[src/rtl/pair_sequencer.sv]
`default_nettype none
// ============================================================================
//  Module   : pair_sequencer
//  Purpose  : Enumerates integer pairs (a, b) with limit >= a > b >= 1,
//             a ascending (outer), b ascending (inner), and offers each pair
//             on a valid/ready handshake. In primitive mode only pairs with
//             (a-b) odd and gcd(a,b) == 1 are offered; the gcd is found by
//             repeated subtraction, one step per clock.
//  Revision : 1.0  initial release
// ----------------------------------------------------------------------------
//  Ports
//    clk            in   1        clock, rising edge
//    rst_n          in   1        synchronous active-low reset
//    start          in   1        begin enumeration (sampled in IDLE only)
//    limit          in   N_WIDTH  largest a to emit, latched at start
//    primitive_only in   1        1 = primitive pairs only, latched at start
//    a_out          out  32       current a, zero-extended
//    b_out          out  32       current b, zero-extended
//    pair_valid     out  1        a_out/b_out hold an offered pair
//    pair_ready     in   1        consumer accepts the pair
//    busy           out  1        high in every state except IDLE
//    done           out  1        one-cycle pulse at end of enumeration
//    pair_count     out  32       pairs transferred since last start
// ============================================================================
module pair_sequencer #(
  parameter int N_WIDTH = 16
) (
  input  logic               clk,
  input  logic               rst_n,
  input  logic               start,
  input  logic [N_WIDTH-1:0] limit,
  input  logic               primitive_only,
  output logic [31:0]        a_out,
  output logic [31:0]        b_out,
  output logic               pair_valid,
  input  logic               pair_ready,
  output logic               busy,
  output logic               done,
  output logic [31:0]        pair_count
);

  localparam logic [2:0] S_IDLE    = 3'd0;
  localparam logic [2:0] S_CHECK   = 3'd1;
  localparam logic [2:0] S_GCD     = 3'd2;
  localparam logic [2:0] S_OFFER   = 3'd3;
  localparam logic [2:0] S_ADVANCE = 3'd4;
  localparam logic [2:0] S_DONE    = 3'd5;

  logic [2:0]         state_q, state_d;
  logic [N_WIDTH-1:0] a_q, a_d;
  logic [N_WIDTH-1:0] b_q, b_d;
  logic [N_WIDTH-1:0] x_q, x_d;
  logic [N_WIDTH-1:0] y_q, y_d;
  logic [N_WIDTH-1:0] limit_q, limit_d;
  logic               prim_q, prim_d;
  logic [31:0]        count_q, count_d;

  // b+1 computed one bit wider so the compare against a cannot wrap.
  logic [N_WIDTH:0]   w_b_inc;
  assign w_b_inc = {1'b0, b_q} + (N_WIDTH+1)'(1);

  // --------------------------------------------------------------------------
  // State and datapath registers
  // --------------------------------------------------------------------------
  always_ff @(posedge clk) begin
    if (!rst_n) begin
      state_q <= S_IDLE;
      a_q     <= '0;
      b_q     <= '0;
      x_q     <= '0;
      y_q     <= '0;
      limit_q <= '0;
      prim_q  <= 1'b0;
      count_q <= '0;
    end else begin
      state_q <= state_d;
      a_q     <= a_d;
      b_q     <= b_d;
      x_q     <= x_d;
      y_q     <= y_d;
      limit_q <= limit_d;
      prim_q  <= prim_d;
      count_q <= count_d;
    end
  end

  // --------------------------------------------------------------------------
  // Next-state and datapath update
  // --------------------------------------------------------------------------
  always_comb begin
    state_d = state_q;
    a_d     = a_q;
    b_d     = b_q;
    x_d     = x_q;
    y_d     = y_q;
    limit_d = limit_q;
    prim_d  = prim_q;
    count_d = count_q;

    case (state_q)
      S_IDLE: begin
        if (start) begin
          limit_d = limit;
          prim_d  = primitive_only;
          count_d = '0;
          if (limit < N_WIDTH'(2)) begin
            state_d = S_DONE;
          end else begin
            a_d     = N_WIDTH'(2);
            b_d     = N_WIDTH'(1);
            state_d = S_CHECK;
          end
        end
      end

      S_CHECK: begin
        if (!prim_q) begin
          state_d = S_OFFER;
        end else if (a_q[0] == b_q[0]) begin
          // Equal LSBs means a-b is even: never primitive.
          state_d = S_ADVANCE;
        end else begin
          x_d     = a_q;
          y_d     = b_q;
          state_d = S_GCD;
        end
      end

      S_GCD: begin
        if (x_q == y_q) begin
          state_d = (x_q == N_WIDTH'(1)) ? S_OFFER : S_ADVANCE;
        end else if (x_q > y_q) begin
          x_d = x_q - y_q;
        end else begin
          y_d = y_q - x_q;
        end
      end

      S_OFFER: begin
        if (pair_ready) begin
          count_d = count_q + 32'd1;
          state_d = S_ADVANCE;
        end
      end

      S_ADVANCE: begin
        if (w_b_inc < {1'b0, a_q}) begin
          b_d     = w_b_inc[N_WIDTH-1:0];
          state_d = S_CHECK;
        end else if (a_q < limit_q) begin
          // a < limit guarantees a+1 fits, so a never wraps even at the
          // largest representable limit.
          a_d     = a_q + N_WIDTH'(1);
          b_d     = N_WIDTH'(1);
          state_d = S_CHECK;
        end else begin
          state_d = S_DONE;
        end
      end

      S_DONE: begin
        state_d = S_IDLE;
      end

      default: begin
        state_d = S_IDLE;
      end
    endcase
  end

  // --------------------------------------------------------------------------
  // Outputs: handshake flags depend on state only, never on pair_ready.
  // --------------------------------------------------------------------------
  always_comb begin
    pair_valid = (state_q == S_OFFER);
    busy       = (state_q != S_IDLE);
    done       = (state_q == S_DONE);
    a_out      = 32'(a_q);
    b_out      = 32'(b_q);
    pair_count = count_q;
  end

endmodule
`default_nettype wire
[config.mk]
export PLATFORM = sky130hd
export DESIGN_NAME = pair_sequencer
export DESIGN_NICKNAME = d
export VERILOG_FILES = /design/src/rtl/pair_sequencer.sv
export SDC_FILE = /design/constraint.sdc
export NUM_CORES = 1
export LEC_CHECK = 0
export ABC_CLOCK_PERIOD_IN_PS = 4200
export BUFFER_PORTS_ARGS = -buffer_cell sky130_fd_sc_hd__buf_2
export CORE_ASPECT_RATIO = 1.2
export CORE_MARGIN = 5
export CORE_UTILIZATION = 50
export CTS_CLUSTER_SIZE = 24
export DETAILED_ROUTE_END_ITERATION = 7
export HOLD_SLACK_MARGIN = 0.06
export PLACE_DENSITY_LB_ADDON = 0.05
export SETUP_SLACK_MARGIN = 0.1
export SLEW_MARGIN = 20
export SYNTH_ARGS = -nofsm -noshare
export SYNTH_HDL_FRONTEND = slang
export SYNTH_SLANG_ARGS = --single-unit
[constraint.sdc]
create_clock -name clk -period 4.2 [get_ports clk]
set_input_delay 0.63 -clock clk [delete_from_list [all_inputs] [get_ports clk]]
set_output_delay 0.63 -clock clk [all_outputs]
set_load 0.02 [all_outputs]
# [Yosys cells after proc, flatten, opt, wreduce, memory -nomap -nowiden]
# Cells that the tools add are included.
# W data, S select, Z words.
[word_totals] ff_bits=116 elab_cells=82 input_bits=21 output_inout_bits=99
[classes] order_cmp=4 n_addsub=5 n_eq_ne=20 n_mux=33 n_reduce_logical=12
[op_table] cell="$mux W16" n=16
[op_table] cell="$pmux W16 S2" n=4
[op_table] cell="$mux W32" n=2
[op_table] cell="$pmux W32 S2" n=1
[op_table] cell="$add A32 B1 Y32 const B" n=1
[op_table] cell="$sub A16 B16 Y16" n=2
[op_table] cell="$mux W3" n=9
[op_table] cell="$ne A2 B2 Y1 const B" n=10
[op_table] cell="$add A16 B1 Y17 const B" n=1
[op_table] cell="$lt A17 B16 Y1" n=1
[op_table] cell="$add A16 B1 Y16 const B" n=1
[op_table] cell="$eq A16 B1 Y1 const B" n=1
[op_table] cell="$eq A16 B16 Y1" n=1
[op_table] cell="$gt A16 B16 Y1" n=1
[op_table] cell="$lt A16 B16 Y1" n=1
[op_table] cell="$lt A16 B2 Y1 const B" n=1
[op_table] cell="$pmux W3 S5" n=1
[op_table] cell="$reduce_and A5 Y1" n=3
[op_table] cell="$eq A3 B2 Y1 const B" n=2
[op_table] cell="$eq A3 B3 Y1 const B" n=2
[op_table] cell="$reduce_and A3 Y1" n=2
[op_table] cell="$reduce_bool A2 Y1" n=3
[op_table] cell="$reduce_and A4 Y1" n=1
[op_table] cell="$eq A3 B1 Y1 const B" n=1
[op_table] cell="6 further kinds" n=6

# [Depth between registers and ports, before layout]
[logic_depth] depth_word=4 depth_mapped=17 ltp_nobuf=14

# [Worst setup path after synthesis]
# No wires, ideal clock.
[synth_path] kind="reg-to-reg" startpoint="register b_q[2]" endpoint="register b_q[12]" arrival_ns=3.597 setup_ns=0.091 slack_ns=0.513 path_stages_with_launch=18 required_time_ns=4.109 path_cell_list="dfxtp_1 > and3_1 > and3_1 > and3_1 > clkbuf_1 > nand2_1 > and2_1 > or2_2 > ha_1 > nand4_1 > nor2_1 > a2111oi_0 > o211ai_1 > buf_2 > nor2_2 > buf_2 > a21oi_1 > a311oi_1"
[synth_via] elab_chain_len=4 word_cells_on_any_way=6 cone_classes="add/sub: 1; order compare: 1; eq/ne: 1; mux: 2; reduce/logical: 1"
[synth_rtl] element="start: declaration" line="51" text="logic [N_WIDTH-1:0] b_q, b_d;"
[synth_rtl] element="start signal: assignment" line="69" text="b_q <= '0;"
[synth_rtl] element="start signal: assignment" line="78" text="b_q <= b_d;"
[synth_rtl] element="$add A16 B1 Y17 *" line="60" text="assign w_b_inc = {1'b0, b_q} + (N_WIDTH+1)'(1);"
[synth_rtl] element="$lt A17 B16 Y1" line="147" text="if (w_b_inc < {1'b0, a_q}) begin"
[synth_rtl] element="$ne A3 B3 Y1 (no source line) / $mux W16 (equally long branches)"
[synth_rtl] element="$reduce_and A4 Y1 (no source line) / $pmux W16 S2 (equally long branches)"
# Mark *: on every way between the ends. The rest lies on a longest branch, timed or not.
# A chain may end at the register's enable or synchronous reset.

# [Worst setup path after layout]
[layout_path] startpoint="register b_q[0]" endpoint="register b_q[8]"
# Same word-level chain as after synthesis.

==> metrics.txt <==
status=completed; Reg clk slew, reported paths=0.06 ns; flops & latches, synth=116; GRT overflow=0; total power=6.432 mW; Hold Path Depth=3; Root Buffer=clkbuf_16; endpoints failing setup=0; WL final=21780 µm; Die ar.=18690 µm²; vias in the first global route=6862; initial antenna violation count=0; Avg Cell Area, Syn=7.686 µm²; total CTS buffers=17; clk_lat worst skew=0.42 ns; fin area=9171 µm²; clock sinks=116; Worst Path Required=4.52 ns; Final WS setup=0.3167 ns; # Max-Cap Violations=0; Area after DPL=8552 µm²; Starting Density=51.10%; PD cells=701.3 nW/µm²; All-Layer GR Usage=22.88%; maximum buffer depth of the clock tree=2; crit start category=flip-flop; hold slack=0.4458 ns; unique cell type count in the Yosys netlist=74; CTS tree=done; detailed-placement wirelength estimate=16100 µm; Final ANT Viol Nets=0; residual DRC count=0; combinational share of power=54.2%; P&R area growth vs syn=14.30%; CTS H-tree lvls=4; GPL Wtd Cong=0.9235; data arrival time of the critical path=4.21 ns; Sw Ratio=45.23%; Post-synth top cells=nand2_1, dfxtp_1, a21oi_1; Setup crit end kind=flip-flop; largest area contributor in the netlist=dfxtp_1; Hold Crit Class=input port to flip-flop; setup TNS=0 ns; Post-synth top flop=dfxtp_1; Routed wire per std cell=16.29 µm; first-pass GRT wire length=35130 µm; worst-case reg-to-reg path depth=14; Crit Path Max Fanout=8; First-pass DRT Iterations=5; Net Sw Power=2.910 mW; Slew @ Worst Pin=1.036 ns; CP Class=flip-flop to flip-flop; Flop pwr share=22.5%; Seq/Total Area, Yosys=28.94%; fmax=257.5 MHz; Via-to-Cell Ratio=5.628; area of the multi-input gates=5097 µm²; Async SR Flop Fraction=0%; count leader, synth=nand2_1; I/O Pins=120; Final Slew Violations=0; Synth top area share=28.94%; Clock power frac=23.3%; Post-synth EDFFs=0; share of cells above drive strength 1=14.08%; Filler cells=1544; unrepaired setup endpoints after global routing=no; Die Height=148.8 µm; Final nets=1204; Rel. slew slack=30.95%; Port Buffers=87; Max VDD drop=0.0003924 V; pin count of the biggest net entering global routing=35; Syn. warnings=0; Chip Width=125.6 µm; Area contributors post-synth=dfxtp_1, ha_1, nand2_1; Sequential Area=2322 µm²; Int Pwr=3.523 mW; Row Count=50; RR Startpoint=b_q[0]; Worst R2R Setup Slack=0.32 ns; Hold EP=limit_q[0]; Hold Path Origin=limit[0]; Mapped Cells=1044; DRT iter0 DRCs=331; Hold Fails Final Rpt=0; via count=7525; core area=15700 µm²; Final Skew=0.009115 ns; Reg-to-Reg End=b_q[8]; Cell Area, Synth=8024 µm²; dpl ws=0.2897 ns; crit share post-route=92.46%; Period minus WS final=3.883 ns; ant diodes=0; LEAKAGE=3.758 nW
-- kinds of logic after synthesis --
| kind of cell | Yosys count | synth area share [%] |
|---|---|---|
| flops | 116 | 28.94 |
| xor+xnor | 51 | 5.567 |
| other cells | 1 | 0.04674 |
| compound gates | 263 | 21.39 |
| simple gates | 378 | 23.30 |
| mux | 8 | 1.014 |
| buf+inv | 160 | 9.106 |
| fa+ha+maj | 67 | 10.63 |
-- through the flow --
| stage | utilization (%) | cells |
|---|---|---|
| floorplan | - | 1075 |
| CTS | 58.34 | 1337 |
| global placement | 54.46 | 1305 |
| finish | 58.41 | 1337 |
| global route | 58.41 | 1337 |
| detailed placement | 54.46 | 1305 |
-- what timing repair did --
item	in CTS	in global routing
setup buffers	0	0
endpoints found under the hold margin	0	0
endpoints found under the setup margin	0	30
gates resized for setup	0	3
hold buffers	0	0
-- power by group through the flow --
stage	clock network, mW	registers, mW	logic (mW)
after global placement	0	1.46	3.45
after global routing	1.57	1.47	3.88
final	1.50	1.45	3.49
after detailed placement	0	1.46	3.43
after floorplan	0	1.41	2.68
after CTS	1.53	1.44	3.47
-- cells in the final DEF (no fill, tap or decap), types with 8 or more instances in the layout --
cell type	instances
inv_1	72
conb_1	32
a21oi_1	90
ha_1	65
a211oi_1	15
nand2b_1	11
or3_1	25
o21a_1	8
nand3_1	24
nand2_1	124
nor4_1	11
nor2b_1	8
nor3_1	12
xor2_1	34
o31ai_1	8
o21ai_0	56
and3_1	16
xnor2_1	17
buf_4	22
a31oi_1	16
a311oi_1	13
o211ai_1	8
nor2_1	85
dfxtp_1	116
buf_2	87
clkbuf_16	17
nand4_1	27
-- area by class of cell --
class,instances,area share [%]
multi-input cells,799,55.58
well taps,208,2.838
clock buffers,19,4.939
flip-flops and latches,116,25.32
clock inverters,13,1.705
inverters,72,2.947
repair buffers,110,6.671
-- flip-flops by register name (all words and copies together) (netlist names) --
| signal | count |
|---|---|
| prim_q | 1 |
| a_q | 16 |
| pair_count | 32 |
| limit_q | 16 |
| state_q | 3 |
| b_q | 16 |
| y_q | 16 |
| x_q | 16 |
-- how the worst max path moves through the flow --
| stage | start | end | slack (ns) | cells past startpoint |
|---|---|---|---|---|
| 6_report | b_q[0] | b_q[8] | 0.32 | 14 |
| 5_1_grt | b_q[0] | b_q[2] | 0.11 | 14 |
| 4_1_cts | b_q[0] | b_q[2] | 0.26 | 14 |
| 3_5_place_dp | b_q[0] | b_q[2] | 0.29 | 14 |
| 3_3_place_gp | b_q[0] | b_q[2] | 0.40 | 14 |
| 2_1_floorplan | b_q[2] | b_q[12] | 0.51 | 17 |
-- critical path, cell delays in order (launching register included) --
cell and delay (ns):
dfxtp_1 0.41, ha_1 0.27, and3_1 0.20, and3_1 0.27, and4_1 0.24, nand3_1 0.10
xnor2_1 0.24, ha_1 0.29, nand3_1 0.14, nor2_1 0.06, a2111oi_1 0.44, o211ai_1 0.30
buf_4 0.25, or3_1 0.30, a311oi_1 0.27
-- routing by layer --
layer | vias to the layer above | routed length [µm] | global-route usage, %
met4 | 0 | 404 | 8.080
met1 | 3522 | 9805 | 29.67
li1 | 3783 | - | -
met5 | - | 0 | 0
met2 | 188 | 10540 | 38.41
met3 | 32 | 1035 | 3.976
Note: power is estimated with default switching activity, not from simulation.
